## src/rtl/fifo_stream_reader.sv

```systemverilog
// fifo_stream_reader
//   Read-side master for a FIFO with registered d_out (one-cycle read latency). Prefetches up to
//   two words into a small output buffer and presents them as a valid/ready stream, so the stream
//   sustains one word per clock under back-pressure.
// Ports
//   clk, reset        rising-edge clock, synchronous active-high reset
//   fifo_empty        FIFO empty flag
//   fifo_r_en         FIFO read strobe (FIFO pops on this edge)
//   fifo_d_out        FIFO read data, valid the cycle after an accepted fifo_r_en
//   flush             synchronous discard of buffered and in-flight words
//   m_valid/m_ready   stream handshake; m_data is the buffer head
//   words_read        count of words delivered on the stream, wraps modulo 2^COUNT_W
module fifo_stream_reader #(
  parameter int unsigned DATA_W  = 16,
  parameter int unsigned COUNT_W = 16
) (
  input  logic               clk,
  input  logic               reset,
  input  logic               fifo_empty,
  output logic               fifo_r_en,
  input  logic [DATA_W-1:0]  fifo_d_out,
  input  logic               flush,
  output logic               m_valid,
  input  logic               m_ready,
  output logic [DATA_W-1:0]  m_data,
  output logic [COUNT_W-1:0] words_read
);

  logic [DATA_W-1:0]  buf0_q, buf0_d;
  logic [DATA_W-1:0]  buf1_q, buf1_d;
  logic [1:0]         count_q, count_d;
  logic               inflight_q, inflight_d;
  logic [COUNT_W-1:0] words_read_q, words_read_d;

  logic       pop;
  logic [2:0] fill;  // buffered words plus the one in flight
  logic [2:0] occ;   // occupancy after this cycle's pop

  always_comb begin
    m_valid = !reset && (count_q != 2'd0);
    m_data  = m_valid ? buf0_q : '0;
    pop     = m_valid && m_ready;
    fill    = {1'b0, count_q} + {2'b00, inflight_q};
    // pop implies count_q >= 1, so this never underflows
    occ     = fill - {2'b00, pop};
    fifo_r_en = !reset && !flush && !fifo_empty && (occ < 3'd2);
  end

  always_comb begin
    buf0_d       = buf0_q;
    buf1_d       = buf1_q;
    count_d      = count_q;
    inflight_d   = fifo_r_en;
    words_read_d = words_read_q + COUNT_W'(pop);
    if (flush) begin
      // Word arriving this cycle (if any) is dropped; fifo_r_en is low so nothing follows it.
      count_d = 2'd0;
    end else begin
      case (count_q)
        2'd0: begin
          if (inflight_q) begin
            buf0_d  = fifo_d_out;
            count_d = 2'd1;
          end
        end
        2'd1: begin
          if (inflight_q && !pop) begin
            buf1_d  = fifo_d_out;
            count_d = 2'd2;
          end else if (inflight_q && pop) begin
            buf0_d  = fifo_d_out;
          end else if (pop) begin
            count_d = 2'd0;
          end
        end
        2'd2: begin
          if (pop) begin
            buf0_d  = buf1_q;
            count_d = 2'd1;
          end
        end
        default: count_d = 2'd0;
      endcase
    end
  end

  always_ff @(posedge clk) begin
    if (reset) begin
      buf0_q       <= '0;
      buf1_q       <= '0;
      count_q      <= 2'd0;
      inflight_q   <= 1'b0;
      words_read_q <= '0;
    end else begin
      buf0_q       <= buf0_d;
      buf1_q       <= buf1_d;
      count_q      <= count_d;
      inflight_q   <= inflight_d;
      words_read_q <= words_read_d;
    end
  end

  assign words_read = words_read_q;

  // Issue rule guarantees there is always a free slot for an in-flight word.
  a_no_overfill: assert property (@(posedge clk) disable iff (reset) fill <= 3'd2);

endmodule
```

## config.mk

```make
export PLATFORM = sky130hd
export DESIGN_NAME = fifo_stream_reader
export DESIGN_NICKNAME = d
export VERILOG_FILES = /design/src/rtl/fifo_stream_reader.sv
export SDC_FILE = /design/constraint.sdc
export NUM_CORES = 1
export LEC_CHECK = 0
export ABC_AREA = 0
export CAP_MARGIN = 20
export CORE_MARGIN = 2
export CORE_UTILIZATION = 30
export CTS_CLUSTER_DIAMETER = 50
export DETAILED_ROUTE_END_ITERATION = 8
export SYNTH_ARGS = -nofsm -noshare
export SYNTH_HDL_FRONTEND = slang
export SYNTH_SLANG_ARGS = --single-unit
```

## constraint.sdc

```tcl
create_clock -name clk -period 2.4 [get_ports clk]
set_input_delay 0.24 -clock clk [delete_from_list [all_inputs] [get_ports clk]]
set_output_delay 0.24 -clock clk [all_outputs]
set_load 0.005 [all_outputs]
```

==> reports/qor.yml, run 1 <==
sta:
  fin_tns_setup_ns: -0.156
  final_max_slew_viol_count: 0
  relSlewSlack_pct: 49.4
  worst_slack_ns: -0.156
  finClkSkew_ns: 0.0175
  worstMarginPinSlew_ns: 0.759
  max_freq_ghz: 0.391
  rsz0062_at_grt: "true"
  hold_viol: 0
  setup_viol: 1
  period_needed_ns: 2.56
  finalCritPeriodShare_pct: 107
layout:
  n_antenna_cell: 0
  num-nets-final: 357
  stdcell_area_um2: 3330
  drive_gt1_share_pct: 15.4
  final_util_pct: 40.9
  register_area_um2: 1020
  n_fill_cell: 788
  multi_input_area_um2: 1410
  syn2layout_area_growth_pct: 33.1
routing:
  first_pass_iters: 4
  viasPerCell: 4.77
  vias: 2086
  postRouteWirelength_mm: 5.69
  drtIter0Drc: 123
  remaining_drc_errors: 0
  routedWlPerCell_um: 13.0
  drtAntennaViolNets: 0
global_route:
  gr-total-overflow: 0
  antenna_found_initial: 0
  grt_pass1_vias: 2036
  grt_pass1_wl_mm: 9.47
  grt_max_degree: 76
  track_usage_pct: 13.1
synthesis:
  synth_mux_area_share_pct: 8.21
  synth_top_area_share_pct: 40.9
  synth_cells: 274
  synth_seq_cells: 51
  synthAdderAreaFrac_pct: 2.80
  yosysWarnings: 0
  synth_top_family_by_area: "simple AND/OR/NAND/NOR gates"
  syn_area_um2: 2500
  ys_seq_area_share_pct: 40.9
  synthDistinctLibCells: 38
  synth-compound-area-share_pct: 11.7
  synthSimpleGateAreaFrac_pct: 28.4
  synth-xor-area-share_pct: 3.51
  syn_nets: 300
  synth.avg_cell_area_um2: 9.12
  synth.area.top_cells: "dfxtp_1 (41%), mux2i_1 (6.4%), nand2_1 (5.9%)"
  synth_top_area_cell: "dfxtp_1"
die:
  core_area_um2: 8130
  fp.dieArea_um2: 9070
  initial_core_util_pct: 30.7
  die_w_um: 95.3
  die_h_um: 95.3
  io_pins: 55
  rows: 33
status:
  violations: "setup timing"
  status: "complete, but fails checks"
cts:
  clk-insertion-delay-late_ns: 0.30
  cts-root-buf: "clkbuf_8"
  clock-sinks: 51
  post-cts-setup-buffer-count: 0
  numCtsBuffers: 5
  cts_hold_buf: 0
  htreeDepth: 2
  cts_tree: "yes"
  clk_transition_reported_paths_ns: 0.10
  clockBufferDepth: 2
power:
  ir_drop_uv: 224
  cellPowerDensity_nw_per_um2: 440
  p_leak_nw: 1.28
job:
  maxCapViolations: 0
worst_hold_path:
  hold_class: "reg2reg"
worst_setup_path:
  worstSetupPathType: "reg2out"
  end_kind: "output pin"
  cp_max_fo: 2
  r2r_slack_ns: 0.19
  crit_path_start_kind: "flip-flop"
  critPathRequiredTime_ns: 2.16
  worst_ep_arrival_time_ns: 2.32
place:
  io_buffers: 54
  place_congestion: 0.764
  dp_hpwl_mm: 3.78
  placed_area_um2: 3210
## placed cells by master, fill, tap and decap left out, types with 3 or more instances in the layout
cell,synthesis,final
o31ai_1,6,6
clkbuf_8,0,5
mux2_2,3,3
mux2i_1,16,16
clkdlybuf4s50_1,0,51
ha_1,4,3
and2_1,17,17
nand3_1,9,9
nor3_1,6,6
xor2_1,3,3
inv_1,3,3
o31ai_2,10,10
xnor2_1,7,7
a21oi_1,18,18
nand4b_1,16,16
buf_4,0,13
nor2b_1,6,6
nand2_1,39,38
dfxtp_1,51,49
nor4_1,4,3
nor2_1,21,20
## where the power goes
| group | internal [mW] | switching [mW] | leakage (nW) |
|---|---|---|---|
| clock | 0.205 | 0.286 | 0.0412 |
| combinational | 0.0595 | 0.0580 | 0.830 |
| sequential | 0.853 | 0.00339 | 0.412 |
## registers in the layout, indices dropped and copies added, names as in the netlist
name / count
inflight_q: 1
words_read: 16
buf0_q: 16
buf1_q: 16
count_q: 2
## worst paths after layout
kind | startpoint | end | cells past startpoint
worst min register to register | buf1_q[5] | buf1_q[5] | 2
worst max register to register | count_q[1] | words_read[13] | 9
worst min-delay path | buf1_q[5] | buf1_q[5] | 2
worst max-delay path | count_q[1] | fifo_r_en | 8
## Yosys cell counts (all sizes together)
master  instances
nor3            6
nand2b          3
ha              4
o31ai          16
xor2            3
clkbuf          9
mux2i          16
nand4b         17
o22a            1
or3b            1
a21oi          18
nand3           9
and3            1
o21ai           1
nand3b          1
and2           18
dfxtp          51
and3b           1
buf            10
inv             3
nor2b           6
fa              1
nor2           21
nand2          39
a211o           1
xnor2           7
or3             1
nor4            5
mux2            4
## per-stage QoR
stage / power (mW) / setup slack, ns / hold WS (ns) / std cells
6_report: 1.47 / -0.156 / 0.457 / 437
3_5_place_dp: 0.992 / -0.702 / 0.447 / 429
4_1_cts: 1.49 / -0.130 / 0.459 / 437
3_3_place_gp: 0.991 / -0.641 / 0.441 / 429
2_1_floorplan: 0.936 / 0.0280 / 0.316 / 274
5_1_grt: 1.53 / -0.253 / 0.483 / 437
## kinds of logic after synthesis
group,after synthesis
AOI/OAI and AO/OA,37
xor gates and xnor gates,10
adders and majority gates,5
buffers and inverters,22
DFF,51
muxes,20
and+or+nand+nor,129
## worst max-delay path, stage by stage, from the launching register on
cell	delay (ns)
dfxtp_2	0.35
nor2_2	0.05
or3b_4	0.38
ha_4	0.27
nand2_2	0.05
fa_2	0.56
nand2b_4	0.07
nor4_2	0.12
buf_2	0.16
## timing repair
| action | CTS | global route |
|---|---|---|
| setup endpoints to repair | 1 | 2 |
| resized for setup | 12 | 2 |
| pin swaps | 1 | 0 |
## final cells by class
class                   count  share of cell area (%)
clock buffers               6                    2.18
flip-flops and latches     51                    30.8
well taps                 105                    3.95
repair buffers             69                    20.0
inverters                   3                   0.338
multi-input cells         201                    42.3
clock inverters             2                   0.376
## per-layer routing
metal	track usage (%)	wire length, um	part of all wire [%]
met2	21.9	2680	47
met4	3.26	72	1.3
met1	16.8	2610	46
met5	0	0	0
met3	3.32	333	5.9
No activity file was read; power rests on OpenSTA's default activity.
==> run 2, diff against run 1 <==
==> constraint.sdc (replaced) <==
create_clock -name clk -period 2.4 [get_ports clk]
set_input_delay 0.48 -clock clk [delete_from_list [all_inputs] [get_ports clk]]
set_output_delay 0.48 -clock clk [all_outputs]
set_load 0.005 [all_outputs]
==> run 2 against run 1 <==
  * Register-to-register slack lost 0.02 ns
  * Sequential power is essentially flat
  * The flow still finishes with violations (setup timing)
  * Non-clock buffer count grew 7
  * Final area grew 1.8%
  * Fmax shrank 9.5%
  * Flip-flop and latch count is the same
==> reports/qor.yml, run 2 (synthesis results as in run 1) <==
status:
  status: "complete, but fails checks"
  violations: "setup timing"
layout:
  drive_gt1_share_pct: 18.0
  n_fill_cell: 812
  num-nets-final: 364
  layout_common_cells: "dfxtp_1 (49), clkdlybuf4s50_1 (46), nand2_1 (38)"
  final_util_pct: 41.6
  layout_commonest_cell: "dfxtp_1"
  syn2layout_area_growth_pct: 35.5
  n_antenna_cell: 0
die:
  rows: 33
  io_pins: 55
  die_h_um: 95.3
  core_area_um2: 8130
  fp.dieArea_um2: 9070
  die_w_um: 95.3
  initial_core_util_pct: 30.7
worst_setup_path:
  critPathMaxStageDelay_ns: 0.39
  worstSetupPathType: "in2out"
  critPathRequiredTime_ns: 1.92
  worst_ep_arrival_time_ns: 2.34
  cp_max_fo: 2
  cp_slowest_cell: "or3b_4"
  rr_worst_depth: 9
  r2r_start: "count_q[1]"
  timing.rr.end: "words_read[13]"
  critical_path.cell_chain: "dlygate4sd2_1 -> or3b_4 -> ha_4 -> nand2_4 -> fa_2 -> xor2_2 -> nor4_2 -> buf_2"
  endpoint: "fifo_r_en"
  crit_path_start_kind: "primary input"
  r2r_slack_ns: 0.17
  end_kind: "output pin"
  startpoint: "m_ready"
routing:
  remaining_drc_errors: 0
  first_pass_iters: 4
  drtIter0Drc: 107
  drtAntennaViolNets: 0
  vias: 2073
  routedWlPerCell_um: 12.8
  postRouteWirelength_mm: 5.67
  viasPerCell: 4.67
power:
  p_leak_nw: 1.34
  cellPowerDensity_nw_per_um2: 442
  ir_drop_uv: 246
sta:
  period_needed_ns: 2.82
  worstMarginPinSlew_ns: 0.756
  max_freq_ghz: 0.354
  rsz0062_at_grt: "true"
  fin_tns_setup_ns: -3.88
  finClkSkew_ns: 0.00638
  final_max_slew_viol_count: 0
  holdWs_ns: 0.459
  relSlewSlack_pct: 49.6
  hold_viol: 0
  worst_slack_ns: -0.425
  setup_viol: 16
  finalCritPeriodShare_pct: 118
cts:
  cts_tree: "yes"
  clockBufferDepth: 2
  cts-root-buf: "clkbuf_8"
  clk_transition_reported_paths_ns: 0.10
  numCtsBuffers: 5
  htreeDepth: 2
  clock-sinks: 51
  clk-insertion-delay-late_ns: 0.31
worst_hold_path:
  hold_class: "reg2reg"
global_route:
  track_usage_pct: 13.1
  antenna_found_initial: 0
  grt_pass1_vias: 2072
  grt_max_degree: 76
  grt_pass1_wl_mm: 9.47
  gr-total-overflow: 0
job:
  maxCapViolations: 0
place:
  dp_hpwl_mm: 3.70
  place_congestion: 0.746
  io_buffers: 54
## run 2: stage by stage
step,total power [mW],setup slack (ns),cells,area (um^2)
detailed placement,0.996,-1.13,431,3230
global route,1.57,-0.539,444,3390
floorplan,0.939,-0.225,274,2530
CTS,1.52,-0.448,443,3370
global placement,0.995,-1.07,431,3230
finish,1.50,-0.425,444,3390
## run 2: layout make-up
class | instances | area [um^2] | share of cell area (%)
multi-input cells | 201 | 1410 | 41.7
repair buffers | 76 | 713 | 21.1
clock inverters | 3 | 25.0 | 0.739
inverters | 3 | 11.3 | 0.333
clock buffers | 5 | 68.8 | 2.03
flip-flops and latches | 51 | 1020 | 30.2
well taps | 105 | 131 | 3.88
## run 2: worst min-delay path by stage
stage	start	endpoint	depth (start not counted)
3_5_place_dp	buf1_q[3]	buf1_q[3]	2
4_1_cts	buf1_q[9]	buf1_q[9]	2
5_1_grt	buf1_q[3]	buf1_q[3]	2
6_report	buf1_q[9]	buf1_q[9]	2
3_3_place_gp	buf1_q[4]	buf1_q[4]	2
2_1_floorplan	buf1_q[0]	buf1_q[0]	2
## run 2: report_power, final
group	switching, mW	leakage [nW]	internal, mW
Combinational	0.0583	0.887	0.0633
Sequential	0.00338	0.412	0.854
Clock	0.309	0.0443	0.209
Total	0.370	1.34	1.13
## run 2: timing repair
action	in CTS	in global routing
pin swaps	6	0
hold endpoints to repair	0	0
gates resized for setup	19	1
endpoints found under the setup margin	39	18
hold buffers	0	0
buffers inserted	4	0
## run 2: per-layer routing
layer	vias to the layer above	global-route usage (%)	wire (um)
met5	-	0	0
met4	0	3.99	68
met3	6	3.32	290
met2	38	21.5	2690
met1	952	17.0	2620
li1	1077	-	-
## run 2: critical path, delay by kind of cell
kind | cells | cell delay, ns
buf+inv | 2 | 0.35
xor+xnor | 1 | 0.16
fa+ha+maj | 2 | 0.67
simple gates | 3 | 0.66
